<file path="src/rtl/game_ctrl_if.sv">
// Signal bundle between game_ctrl and its neighbours (raster timing, ball, buttons, score display).
// The controller takes the slave modport; whoever drives the raster and ball side takes master.
interface game_ctrl_if;
  logic       pixpulse;
  logic [9:0] hcount;
  logic [9:0] vcount;
  logic [9:0] xloc;
  logic       broken0;
  logic       broken1;
  logic       start;
  logic       move;
  logic       ball_reset;
  logic [7:0] score0;
  logic [7:0] score1;
  logic [2:0] speed;
  logic       game_over;
  logic       winner;
  logic [1:0] state;

  modport slave (
    input  pixpulse, hcount, vcount, xloc, broken0, broken1, start,
    output move, ball_reset, score0, score1, speed, game_over, winner, state
  );

  modport master (
    output pixpulse, hcount, vcount, xloc, broken0, broken1, start,
    input  move, ball_reset, score0, score1, speed, game_over, winner, state
  );
endinterface

</file>
<file path="src/rtl/game_ctrl.sv">
// Match sequencer: serves the ball, issues move strobes, keeps scores and declares the winner.
// Define GAME_CTRL_SPEEDUP_EN to compile in the hit-counter speed ramp (speed fixed at 1 otherwise).
module game_ctrl #(
  parameter logic [9:0] XMIN           = 10'd4,
  parameter logic [9:0] XMAX           = 10'd636,
  parameter logic [7:0] POINT_PTS      = 8'd5,
  parameter logic [7:0] BLOCK_PTS      = 8'd1,
  parameter logic [7:0] WIN_SCORE      = 8'd50,
  parameter logic [7:0] SERVE_FRAMES   = 8'd60,
  parameter logic [3:0] HITS_PER_SPEED = 4'd8
) (
  input  logic        clk,
  input  logic        rst,
  game_ctrl_if.slave  bus
);

  typedef enum logic [1:0] {
    ST_IDLE  = 2'b00,
    ST_SERVE = 2'b01,
    ST_PLAY  = 2'b10,
    ST_OVER  = 2'b11
  } state_e;

  function automatic logic [7:0] sat_add(input logic [7:0] a, input logic [7:0] b);
    logic [8:0] sum;
    sum = {1'b0, a} + {1'b0, b};
    return sum[8] ? 8'hff : sum[7:0];
  endfunction

  state_e     state_q, state_d;
  logic       move_q, move_d;
  logic       ball_reset_q, ball_reset_d;
  logic [7:0] score0_q, score0_d;
  logic [7:0] score1_q, score1_d;
  logic [2:0] speed_q, speed_d;
  logic       game_over_q, game_over_d;
  logic       winner_q, winner_d;
  logic [7:0] frame_cnt_q, frame_cnt_d;
  logic       armed_q, armed_d;
  logic       start_q, start_d;
`ifdef GAME_CTRL_SPEEDUP_EN
  logic [3:0] hit_cnt_q, hit_cnt_d;
  logic [3:0] hit_sum_s;
`endif

  logic       frame_tick_s;
  logic [9:0] line_ofs_s;
  logic       move_slot_s;
  logic       oob_left_s;
  logic       oob_right_s;
  logic [7:0] sum0_s;
  logic [7:0] sum1_s;
  logic       enter_serve_s;

  // Next-state, scoring, serve countdown and speed ramp for every register
  always_comb begin
    state_d       = state_q;
    move_d        = move_q;
    score0_d      = score0_q;
    score1_d      = score1_q;
    winner_d      = winner_q;
    frame_cnt_d   = frame_cnt_q;
    armed_d       = armed_q;
    start_d       = start_q;
    enter_serve_s = 1'b0;
`ifdef GAME_CTRL_SPEEDUP_EN
    speed_d       = speed_q;
    hit_cnt_d     = hit_cnt_q;
    hit_sum_s     = hit_cnt_q + {3'b000, bus.broken0} + {3'b000, bus.broken1};
`else
    speed_d       = 3'd1;
`endif

    frame_tick_s = (bus.hcount == 10'd0) && (bus.vcount == 10'd480);
    // Move lines sit every 8 lines from 480; the slot index must be below the current speed
    line_ofs_s   = bus.vcount - 10'd480;
    move_slot_s  = (bus.hcount == 10'd0) && (line_ofs_s <= 10'd24) &&
                   (line_ofs_s[2:0] == 3'b000) && ({1'b0, line_ofs_s[4:3]} < speed_q);
    oob_left_s   = armed_q && (bus.xloc <= XMIN);
    oob_right_s  = armed_q && (bus.xloc >= XMAX);
    sum0_s = sat_add(sat_add(score0_q, bus.broken0 ? BLOCK_PTS : 8'd0),
                     oob_right_s ? POINT_PTS : 8'd0);
    sum1_s = sat_add(sat_add(score1_q, bus.broken1 ? BLOCK_PTS : 8'd0),
                     oob_left_s ? POINT_PTS : 8'd0);

    if (bus.pixpulse) begin
      start_d = bus.start;
      move_d  = (state_q == ST_PLAY) && move_slot_s;
      case (state_q)
        ST_IDLE: begin
          if (bus.start) begin
            state_d       = ST_SERVE;
            enter_serve_s = 1'b1;
          end else begin
            state_d = ST_IDLE;
          end
        end
        ST_SERVE: begin
          if (frame_cnt_q == 8'd0) begin
            state_d = ST_PLAY;
            armed_d = 1'b0;
          end else begin
            state_d = ST_SERVE;
          end
        end
        ST_PLAY: begin
          // Out-of-bounds only counts once a full frame has passed in play
          if (frame_tick_s) begin
            armed_d = 1'b1;
          end else begin
            armed_d = armed_q;
          end
          score0_d = sum0_s;
          score1_d = sum1_s;
          if (sum0_s >= WIN_SCORE) begin
            state_d  = ST_OVER;
            winner_d = 1'b0;
          end else if (sum1_s >= WIN_SCORE) begin
            state_d  = ST_OVER;
            winner_d = 1'b1;
          end else if (oob_left_s || oob_right_s) begin
            state_d       = ST_SERVE;
            enter_serve_s = 1'b1;
          end else begin
            state_d = ST_PLAY;
          end
        end
        ST_OVER: begin
          if (bus.start && !start_q) begin
            state_d       = ST_SERVE;
            enter_serve_s = 1'b1;
            score0_d      = 8'd0;
            score1_d      = 8'd0;
          end else begin
            state_d = ST_OVER;
          end
        end
        default: begin
          state_d = ST_IDLE;
        end
      endcase
    end else begin
      state_d = state_q;
    end

    if (enter_serve_s) begin
      frame_cnt_d = SERVE_FRAMES;
`ifdef GAME_CTRL_SPEEDUP_EN
      speed_d     = 3'd1;
      hit_cnt_d   = 4'd0;
`endif
    end else if (bus.pixpulse && (state_q == ST_SERVE) && frame_tick_s && (frame_cnt_q != 8'd0)) begin
      frame_cnt_d = frame_cnt_q - 8'd1;
`ifdef GAME_CTRL_SPEEDUP_EN
    end else if (bus.pixpulse && (state_q == ST_PLAY)) begin
      if (hit_sum_s >= HITS_PER_SPEED) begin
        hit_cnt_d = hit_sum_s - HITS_PER_SPEED;
        speed_d   = (speed_q < 3'd4) ? (speed_q + 3'd1) : 3'd4;
      end else begin
        hit_cnt_d = hit_sum_s;
      end
`endif
    end else begin
      frame_cnt_d = frame_cnt_q;
    end

    ball_reset_d = (state_d != ST_PLAY);
    game_over_d  = (state_d == ST_OVER);
  end

  // State and output registers with asynchronous reset
  always_ff @(posedge clk or posedge rst) begin
    if (rst) begin
      state_q      <= ST_IDLE;
      move_q       <= 1'b0;
      ball_reset_q <= 1'b1;
      score0_q     <= 8'd0;
      score1_q     <= 8'd0;
      speed_q      <= 3'd1;
      game_over_q  <= 1'b0;
      winner_q     <= 1'b0;
      frame_cnt_q  <= 8'd0;
      armed_q      <= 1'b0;
      start_q      <= 1'b0;
`ifdef GAME_CTRL_SPEEDUP_EN
      hit_cnt_q    <= 4'd0;
`endif
    end else begin
      state_q      <= state_d;
      move_q       <= move_d;
      ball_reset_q <= ball_reset_d;
      score0_q     <= score0_d;
      score1_q     <= score1_d;
      speed_q      <= speed_d;
      game_over_q  <= game_over_d;
      winner_q     <= winner_d;
      frame_cnt_q  <= frame_cnt_d;
      armed_q      <= armed_d;
      start_q      <= start_d;
`ifdef GAME_CTRL_SPEEDUP_EN
      hit_cnt_q    <= hit_cnt_d;
`endif
    end
  end

  assign bus.move       = move_q;
  assign bus.ball_reset = ball_reset_q;
  assign bus.score0     = score0_q;
  assign bus.score1     = score1_q;
  assign bus.speed      = speed_q;
  assign bus.game_over  = game_over_q;
  assign bus.winner     = winner_q;
  assign bus.state      = state_q;

endmodule

</file>
<file path="src/flat_wrapper.sv">
// flat-port wrapper written by rule: the top's interface ports become plain ports
module game_ctrl_flat 
#(
  parameter logic [9:0] XMIN           = 10'd4,
  parameter logic [9:0] XMAX           = 10'd636,
  parameter logic [7:0] POINT_PTS      = 8'd5,
  parameter logic [7:0] BLOCK_PTS      = 8'd1,
  parameter logic [7:0] WIN_SCORE      = 8'd50,
  parameter logic [7:0] SERVE_FRAMES   = 8'd60,
  parameter logic [3:0] HITS_PER_SPEED = 4'd8
)
  (clk, rst, bus_pixpulse, bus_hcount, bus_vcount, bus_xloc, bus_broken0, bus_broken1, bus_start, bus_move, bus_ball_reset, bus_score0, bus_score1, bus_speed, bus_game_over, bus_winner, bus_state);
  game_ctrl_if bus_i ();
  input  logic clk;
  input  logic rst;
  input wire logic [$bits(bus_i.pixpulse)-1:0] bus_pixpulse;
  input wire logic [$bits(bus_i.hcount)-1:0] bus_hcount;
  input wire logic [$bits(bus_i.vcount)-1:0] bus_vcount;
  input wire logic [$bits(bus_i.xloc)-1:0] bus_xloc;
  input wire logic [$bits(bus_i.broken0)-1:0] bus_broken0;
  input wire logic [$bits(bus_i.broken1)-1:0] bus_broken1;
  input wire logic [$bits(bus_i.start)-1:0] bus_start;
  output wire logic [$bits(bus_i.move)-1:0] bus_move;
  output wire logic [$bits(bus_i.ball_reset)-1:0] bus_ball_reset;
  output wire logic [$bits(bus_i.score0)-1:0] bus_score0;
  output wire logic [$bits(bus_i.score1)-1:0] bus_score1;
  output wire logic [$bits(bus_i.speed)-1:0] bus_speed;
  output wire logic [$bits(bus_i.game_over)-1:0] bus_game_over;
  output wire logic [$bits(bus_i.winner)-1:0] bus_winner;
  output wire logic [$bits(bus_i.state)-1:0] bus_state;
  assign bus_i.pixpulse = bus_pixpulse;
  assign bus_i.hcount = bus_hcount;
  assign bus_i.vcount = bus_vcount;
  assign bus_i.xloc = bus_xloc;
  assign bus_i.broken0 = bus_broken0;
  assign bus_i.broken1 = bus_broken1;
  assign bus_i.start = bus_start;
  assign bus_move = bus_i.move;
  assign bus_ball_reset = bus_i.ball_reset;
  assign bus_score0 = bus_i.score0;
  assign bus_score1 = bus_i.score1;
  assign bus_speed = bus_i.speed;
  assign bus_game_over = bus_i.game_over;
  assign bus_winner = bus_i.winner;
  assign bus_state = bus_i.state;
  game_ctrl #(.XMIN(XMIN), .XMAX(XMAX), .POINT_PTS(POINT_PTS), .BLOCK_PTS(BLOCK_PTS), .WIN_SCORE(WIN_SCORE), .SERVE_FRAMES(SERVE_FRAMES), .HITS_PER_SPEED(HITS_PER_SPEED)) u_core (.clk(clk), .rst(rst), .bus(bus_i));
endmodule
</file>
<file path="config.mk">
export PLATFORM = sky130hd
export DESIGN_NAME = game_ctrl_flat
export DESIGN_NICKNAME = d
export VERILOG_FILES = /design/src/rtl/game_ctrl_if.sv /design/src/rtl/game_ctrl.sv /design/src/flat_wrapper.sv
export SDC_FILE = /design/constraint.sdc
export NUM_CORES = 1
export LEC_CHECK = 0
export CORE_AREA = 2 2 75 77
export CTS_BUF_LIST = sky130_fd_sc_hd__clkbuf_4
export DETAILED_ROUTE_END_ITERATION = 7
export DIE_AREA = 0 0 77 79
export GPL_TIMING_DRIVEN = 0
export HOLD_SLACK_MARGIN = 0.12
export PLACE_DENSITY_LB_ADDON = 0.15
export SYNTH_ARGS = -nofsm -noshare
export SYNTH_HDL_FRONTEND = slang
export SYNTH_SLANG_ARGS = --single-unit
</file>
<file path="constraint.sdc">
create_clock -name clk -period 5.9 [get_ports clk]
set_input_delay 1.77 -clock clk [delete_from_list [all_inputs] [get_ports clk]]
set_output_delay 1.77 -clock clk [all_outputs]
set_load 0.01 [all_outputs]
</file>
==> impl_metrics.toml, run 1 <==
[clocking]
htree_levels = 2
numClockSinks = 32
post_cts_buffers = 0
clk_latency_ns = 0.34
clkTransAtPathRegs_ns = 0.11
ctsLongestPathBuffers = 2
cts_tree = "yes"
cts_hold_buf = 0
cts_buffers = 5
ctsRootBufferMaster = "clkbuf_4"

[pwr]
power_density_nw_per_um2 = 137.1
ir_drop_v = 0.0001051
leakage_nw = 1.536

[die]
die_y_um = 79
start_util_pct = 54.10
die_x_um = 77
coreArea_sq_um = 5338
io_pins = 61
dieArea_sq_um = 6083
rows = 27

[synth]
ys.flop_type = "dfrtp_1"
synth.ff_latch_count = 32
async_flop_share_pct = 100.0
ys_seq_area_share_pct = 27.77
synth_top_cell_by_area = "dfrtp_1"
synth_area_sq_um = 2888
synth_top_area_share_pct = 26.86
netlist_top_cells_area = "dfrtp_1, ha_1, nand2_1"
ys_types = 70
syn_area_per_cell_sq_um = 8.044
syn-instance-count = 359
yosysWarningCount = 0
synth_edf_count = 0

[place]
place_congestion = 0.8736
port_buffers = 56
dp_hpwl_um = 5650
place_ws_ns = -0.008358

[detailed_routing]
ant_nets = 0
totalWireLength_um = 7194
vias_per_cell = 5.781
via_count = 2873
wire_per_inst_um = 14.47
drt_pass1_iterations = 4
drc_errors = 0
drt_iter0_markers = 236

[global_routing]
grt_max_degree = 33
overflow = 0
grt_pass1_wl_um = 12320
antenna_found_initial = 0
first_global_vias = 2751
grt_usage_pct = 24.80

[sta]
setup_slack_ns = 0.4019
layout_min_cycle_time_ns = 5.498
setup_tns_ns = 0
skew_ns = 0.01802
maxSlewViolCount = 0
hold_viol_final = 0
slew_headroom_pct = 61.49
tightest_slew_ns = 0.5697
fmax_mhz = 181.9
rsz0062_at_grt = "no"
whs_ns = 0.5112
fin_crit_sh_pct = 93.19
setup_viol = 0

[setup_path]
cpMostUsedCell = "ha_1"
cpMaxStageDelayCell = "clkdlybuf4s50_1"
critPathKind = "in2reg"
reg2reg_depth = 17
cp-start-kind = "primary input"
cp_max_fo = 10
required_ns = 6.11
cp_cell_sequence = "clkdlybuf4s50_1, ha_1, ha_1, buf_2, nand4_1, or2_1, o21ai_0, ha_1, clkbuf_1, a31oi_1, nor3_1, a2111oi_1, a2111oi_0, nor3_1, nand3_1, o21ai_1, a211oi_1"
arrival_ns = 5.71
cp_slowest_stage_delay_ns = 0.46
crit_path_end_kind = "flip-flop"

[min_path]
worstHoldPathCells = 2
holdCritPathClass = "reg2reg"

[cells_and_area]
drive_above_1_share_pct = 9.176
area_delta_synth_final_pct = 25.69
antennaDiodeCount = 0
final_nets = 477

[status]
outcome = "complete, no violations"

[job]
maxCapViolations = 0
per-layer routing:
layer	routed length, um	up-vias	GRT usage (%)
met2	3571	63	44.21
met1	3240	1358	31.60
met5	0	-	0
met4	80	0	6.607
li1	-	1441	-
met3	302	11	3.636
cell usage after synthesis (all sizes together) (3+ instances only):
library cell  count
nor2             26
ha               17
xnor2             8
a211oi            5
a22o              6
xor2              8
a2111oi           4
or2               3
a21oi            12
inv              11
and2              4
and3              6
clkbuf            8
o21ai            22
o21a              6
buf              16
nor2b             5
a21boi            3
a21o              8
a31oi             9
nor3             15
nand2b            9
nand2            47
nor4              7
mux2i             3
nand3            12
nand4             8
dfrtp            31
worst max-delay path: cells and delay by family:
family,cells,cell delay [ns]
compound gates,6,1.33
fa+ha+maj,3,0.64
buf+inv,3,0.85
simple gates,5,1.12
repair_timing:
item | 4_1_cts | 5_1_grt
setup endpoints to repair | 0 | 5
resized for setup | 0 | 1
hold endpoints to repair | 0 | 0
layout make-up:
type                       instances  area, sq um
clock inverter                     1        3.754
multi-input combinational        293         1917
tap                               72        90.09
fill                             482         1708
clock buffer                       7        52.55
sequential                        32        802.0
buffer                            24        135.1
inverter                          11        41.29
timing repair buffer              57        588.1
power breakdown:
part           total [mW]  internal, mW  switching (mW)
combinational       0.124        0.0659          0.0585
clock               0.134        0.0550          0.0787
sequential          0.240         0.230          0.0100
path summary, 6_finish.rpt:
| path | to | slack [ns] | startpoint |
|---|---|---|---|
| worst max register to register | u_core.bus.ball_reset | 1.82 | u_core.bus.score1[0] |
| worst min register to register | u_core.bus.score1[0] | 0.51 | u_core.bus.score1[0] |
| worst min-delay path | u_core.bus.score1[0] | 0.51 | u_core.bus.score1[0] |
| max in group asynchronous | u_core.bus.ball_reset | 3.73 | rst |
| worst max-delay path | u_core.frame_cnt_q[1] | 0.40 | bus_broken0 |
| min in group asynchronous | u_core.frame_cnt_q[2] | 1.67 | rst |
cells in the final DEF, fill, tap and decap left out, types with 11 or more instances in the layout:
cell	count
o21ai_0	20
nand2_1	47
nor2_1	25
a21oi_1	11
clkdlybuf4s50_1	56
nor3_1	15
ha_1	17
nand3_1	11
dfrtp_1	31
cell families (layout without fill, tap and decap cells):
| kind of cell | Yosys count | in the layout | share of synthesized area, % |
|---|---|---|---|
| compound gates | 100 | 100 | 25.17 |
| mux | 5 | 5 | 1.820 |
| fa+ha+maj | 17 | 17 | 7.366 |
| simple gates | 152 | 152 | 26.65 |
| buf+inv | 35 | 100 | 6.109 |
| other cells | 2 | 3 | 0.2601 |
| xor+xnor | 16 | 16 | 4.853 |
| flops | 32 | 32 | 27.77 |
through the flow:
step | power, mW | std cells | cell area [sq um] | util, %
CTS | 0.4992 | 496 | 3598 | 67.42
global placement | 0.3630 | 488 | 3542 | 66.36
finish | 0.4977 | 497 | 3630 | 68.00
detailed placement | 0.3666 | 488 | 3542 | 66.36
floorplan | 0.3092 | 360 | 2892 | -
global route | 0.5275 | 497 | 3630 | 68.00
registers in the layout, indices dropped and copies added, names as in the netlist, 2 cells and up:
| name | count |
|---|---|
| u_core.bus.score0 | 8 |
| u_core.bus.score1 | 8 |
| u_core.bus.state | 2 |
| u_core.frame_cnt_q | 8 |
(Power assumes the default switching activity.)
==> run 2, diff against run 1 <==
Settings changed: CORE_AREA 2 2 75 77 to 2 2 107 109, DIE_AREA 0 0 77 79 to 0 0 109 111.
==> run 2 against run 1 <==
Final cell count rose by 14%; register-to-register slack got worse by 0.05 ns; setup slack lost 0.029 ns; via count down 1.5%; highest routed layer unchanged; critical path type unchanged; sequential share of layout area shrank 0.37 points; sequential cell count stayed put; clock power about the same; combinational power is essentially flat; fmax fell by 0.52%; core utilization is 35 points lower; final area rose by 1.7%.
==> impl_metrics.toml, run 2 (synthesis results as in run 1) <==
[status]
outcome = "complete, no violations"

[place]
dp_hpwl_um = 6268
port_buffers = 56
place_congestion = 0.8625
placed_area_sq_um = 3631
dp_cells = 559

[pwr]
power_switching_mw = 0.1522
p_int_mw = 0.3428
clkPwrFrac_pct = 26.5
power_density_nw_per_um2 = 134.1
ir_drop_v = 0.00006545
total_power_mw = 0.4950
p_seq_share_pct = 48.5
leakage_nw = 1.524
pwr-share-comb_pct = 24.9
swShare_pct = 30.74

[global_routing]
overflow = 0
grt_usage_pct = 13.45
first_global_vias = 2816
grt_max_degree = 33
antenna_found_initial = 0
grt_pass1_wl_um = 13250

[sta]
layout_min_cycle_time_ns = 5.527
setup_viol = 0
maxSlewViolCount = 0
hold_viol_final = 0
rsz0062_at_grt = "no"
whs_ns = 0.5020
tightest_slew_ns = 0.7046
skew_ns = 0.01890
fmax_mhz = 180.9
fin_crit_sh_pct = 93.68
slew_headroom_pct = 52.96

[detailed_routing]
drt_pass1_iterations = 4
drc_errors = 0
via_count = 2829
totalWireLength_um = 7897
vias_per_cell = 4.989
drt_iter0_markers = 121
wire_per_inst_um = 13.93
ant_nets = 0

[cells_and_area]
multi_input_area_sq_um = 1922
layout_common_cells = "clkdlybuf4s50_1, nand2_1, dfrtp_1"
fill_cells = 1179
area_delta_synth_final_pct = 27.86
final_util_pct = 33.33
drive_above_1_share_pct = 9.198
fin_cells = 567
final_common_cell = "clkdlybuf4s50_1"
seqCellArea_sq_um = 802.0
antennaDiodeCount = 0
final_nets = 476
fin_area_sq_um = 3692

[setup_path]
crit_path_end_kind = "flip-flop"
cp-start-kind = "primary input"
critPathKind = "in2reg"
cp_max_fo = 8
required_ns = 6.18
arrival_ns = 5.80

[clocking]
post_cts_buffers = 0
htree_levels = 2
clk_latency_ns = 0.34
ctsLongestPathBuffers = 2
cts_tree = "yes"
clkTransAtPathRegs_ns = 0.10
cts_hold_buf = 0
numClockSinks = 32
cts_buffers = 5
ctsRootBufferMaster = "clkbuf_4"

[die]
die_x_um = 109
coreArea_sq_um = 11080
start_util_pct = 26.07
die_y_um = 111
dieArea_sq_um = 12100
rows = 39
io_pins = 61

[min_path]
holdCritPathClass = "reg2reg"

[job]
maxCapViolations = 0
==> run 2: cell types whose count changed in the layout (fill, tap and decap cells not counted), sizes merged <==
cell    previous run  this run
clkbuf            15        14
buf               17        16
inv               10        11
==> run 2: stage by stage <==
stage,worst slack [ns],TNS (ns)
3_5_place_dp,-0.1614,-0.8215
2_1_floorplan,0.9699,0
6_report,0.3730,0
5_1_grt,0.01729,0
3_3_place_gp,-0.1800,-1.055
4_1_cts,0.1983,0
==> run 2: final timing paths <==
kind / startpoint / to / slack, ns / depth (start not counted)
worst min register to register: u_core.bus.winner / u_core.bus.winner / 0.50 / 1
min in group asynchronous: rst / u_core.frame_cnt_q[2] / 1.85 / 2
max in group asynchronous: rst / u_core.frame_cnt_q[0] / 3.59 / 2
worst max register to register: u_core.bus.score1[0] / u_core.bus.ball_reset / 1.77 / 17
worst max-delay path: bus_broken1 / u_core.bus.ball_reset / 0.37 / 18
worst min-delay path: u_core.bus.winner / u_core.bus.winner / 0.50 / 1
==> run 2: power by group through the flow <==
| stage | sequential, mW | combinational (mW) | clock, mW |
|---|---|---|---|
| final | 0.240 | 0.123 | 0.131 |
| after global routing | 0.242 | 0.140 | 0.147 |
| after CTS | 0.241 | 0.126 | 0.137 |
| after detailed placement | 0.245 | 0.125 | 0 |
| after global placement | 0.244 | 0.124 | 0 |
| after floorplan | 0.246 | 0.0632 | 0 |
==> run 2: critical path: stages <==
cell,delay [ns]
clkdlybuf4s50_1,0.42
ha_1,0.29
ha_1,0.23
buf_6,0.13
and3_1,0.16
buf_2,0.17
nand2b_1,0.13
nand2_1,0.07
ha_1,0.31
a21oi_1,0.38
a211oi_1,0.12
o21ai_0,0.32
o21ai_0,0.23
a221oi_2,0.38
a31oi_1,0.16
a211oi_2,0.32
inv_2,0.06
a21o_1,0.15
==> run 2: layout make-up <==
class	instances	share of cell area (%)
plain buffers	24	3.660
clock buffers	6	1.220
clock inverters	2	0.2033
inverters	11	1.118
multi-input cells	293	52.05
flip-flops and latches	32	21.72
well taps	143	4.846
repair buffers	56	15.18
==> run 2: routing by layer <==
layer,GRT usage [%],share of wire [%],up-vias
met5,0,0,-
met4,3.333,1.5,0
met3,2.116,3.2,13
met2,22.03,48,57
met1,18.34,48,1319
li1,-,-,1440
==> run 2: what timing repair did <==
| item | in CTS | in global routing |
|---|---|---|
| gates resized for setup | 0 | 2 |
| hold endpoints to repair | 0 | 0 |
| endpoints found under the setup margin | 0 | 11 |
==> run 3, diff against run 2 <==
Settings changed: CORE_AREA 2 2 107 109 to 3 3 108 110, DIE_AREA 0 0 109 111 to 0 0 111 113.
==> run 3 against run 2 <==
Register-to-register slack about the same; critical path depth unchanged; clock power decreased by 3%; clock-buffer cell count is 1 lower; clock skew increased by 0.0033 ns; critical path type unchanged; largest cell class unchanged.
==> impl_metrics.toml, run 3 (synthesis results as in run 1) <==
[min_path]
holdCritPathClass = "reg2reg"
worstHoldPathCells = 1
hold_end = "u_core.bus.winner"
hp-start = "u_core.bus.winner"

[global_routing]
grt_pass1_wl_um = 13300
antenna_found_initial = 0
grt_usage_pct = 12.69
overflow = 0
first_global_vias = 2700
grt_max_degree = 33

[setup_path]
cp-start-kind = "primary input"
reg2reg_depth = 17
critPathKind = "in2reg"
arrival_ns = 5.83
r2r_slack_ns = 1.78
cp_cell_sequence = "clkdlybuf4s50_1, ha_1, ha_1, buf_2, nand4_1, or2_1, o21ai_0, ha_1, clkbuf_1, a31oi_1, nor3_1, a2111oi_1, a2111oi_1, nor3_2, a31oi_1, a211oi_2, inv_2, a21o_1"
cp_slowest_stage_delay_ns = 0.46
cpMaxStageDelayCell = "clkdlybuf4s50_1"
required_ns = 6.18
rr_startpoint = "u_core.bus.score1[0]"
cp_max_fo = 10
crit_path_end_kind = "flip-flop"
r2r-end = "u_core.bus.ball_reset"
cpMostUsedCell = "ha_1"

[cells_and_area]
area_delta_synth_final_pct = 27.86
fill_cells = 1126
antennaDiodeCount = 0
drive_above_1_share_pct = 9.670
fin_area_sq_um = 3692
final_common_cell = "clkdlybuf4s50_1"
final_nets = 476
layout_common_cells = "clkdlybuf4s50_1, nand2_1, dfrtp_1"
final_util_pct = 34.21

[sta]
rsz0062_at_grt = "no"
tightest_slew_ns = 0.7198
layout_min_cycle_time_ns = 5.548
skew_ns = 0.02221
setup_viol = 0
maxSlewViolCount = 0
setup_slack_ns = 0.3521
fin_crit_sh_pct = 94.03
fmax_mhz = 180.2
hold_viol_final = 0
slew_headroom_pct = 51.94

[status]
outcome = "complete, no violations"

[detailed_routing]
drt_iter0_markers = 148
wire_per_inst_um = 14.21
top_layer = "met4"
totalWireLength_um = 8016
ant_nets = 0
via_count = 2830
vias_per_cell = 5.018
drt_pass1_iterations = 4
met1_length_um = 3833
dr_wl_met3_um = 311
routed-wl-met2_um = 3818
drc_errors = 0

[clocking]
cts_resized = 0
clkTransAtPathRegs_ns = 0.11
clk_latency_ns = 0.34
post_cts_buffers = 0
cts_tree = "yes"
cts_hold_buf = 0
ctsRootBufferMaster = "clkbuf_4"
cts_buffers = 5
htree_levels = 2
numClockSinks = 32
ctsLongestPathBuffers = 2

[pwr]
ir_drop_v = 0.00007409
total_power_mw = 0.4917
clkPwrFrac_pct = 25.7
pwr-share-comb_pct = 25.5
power_density_nw_per_um2 = 133.2
p_int_mw = 0.3380
leakage_nw = 1.528
swShare_pct = 31.25
power_switching_mw = 0.1537
p_seq_share_pct = 48.8

[place]
dp_hpwl_um = 6267
place_ws_ns = -0.1723
placed_area_sq_um = 3627
place_congestion = 0.8267
port_buffers = 56

[die]
coreArea_sq_um = 10790
die_x_um = 111
die_y_um = 113
io_pins = 61
start_util_pct = 26.76
rows = 38
dieArea_sq_um = 12540

[job]
maxCapViolations = 0
-- run 3: cell types whose count changed in the layout (fill, tap and decap cells not counted), sizes merged --
cell,previous run,this run
clkbuf,14,13
clkinv,2,3
-- run 3: routing by layer --
layer  up-vias  track usage [%]
met3         4            2.246
met4         0            2.463
met2        53            21.20
li1       1436                -
met5         -                0
met1      1337            17.37
-- run 3: worst max path at each step --
stage                start                     to  slack [ns]  cells past startpoint
2_1_floorplan  bus_broken1  u_core.bus.ball_reset        0.97                     17
3_3_place_gp   bus_broken0  u_core.bus.ball_reset       -0.18                     18
3_5_place_dp   bus_broken0  u_core.frame_cnt_q[1]       -0.17                     17
4_1_cts        bus_broken0  u_core.frame_cnt_q[7]        0.16                     17
5_1_grt        bus_broken1  u_core.bus.ball_reset        0.06                     18
6_report       bus_broken0  u_core.bus.ball_reset        0.35                     18
-- run 3: power by group through the flow --
stage / Combinational (mW) / Clock [mW] / Sequential [mW]
global placement: 0.123 / 0 / 0.244
global route: 0.143 / 0.144 / 0.243
finish: 0.125 / 0.127 / 0.240
floorplan: 0.0632 / 0 / 0.246
detailed placement: 0.125 / 0 / 0.245
CTS: 0.126 / 0.133 / 0.241
-- run 3: critical path: cells and delay by family --
family | cells | cell delay (ns)
buffers and inverters | 4 | 0.91
AND/OR/NAND/NOR | 4 | 0.92
AO/OA/AOI/OAI | 7 | 1.56
adder cells (fa/ha/maj) | 3 | 0.66
-- run 3: area by class of cell --
class / instances / area [sq um] / area share, %
inverters: 11 / 41.29 / 1.118
plain buffers: 24 / 135.1 / 3.660
multi-input cells: 293 / 1927 / 52.19
clock inverters: 3 / 13.76 / 0.3728
repair buffers: 56 / 560.5 / 15.18
flip-flops and latches: 32 / 802.0 / 21.72
well taps: 140 / 175.2 / 4.744
clock buffers: 5 / 37.54 / 1.017
-- run 3: metrics by stage --
stage,hold WS [ns],std cells,setup TNS (ns)
global placement,0.4718,556,-1.090
floorplan,0.4735,360,0
detailed placement,0.4763,556,-0.9703
CTS,0.5035,564,0
finish,0.5020,564,0
global route,0.5188,564,0
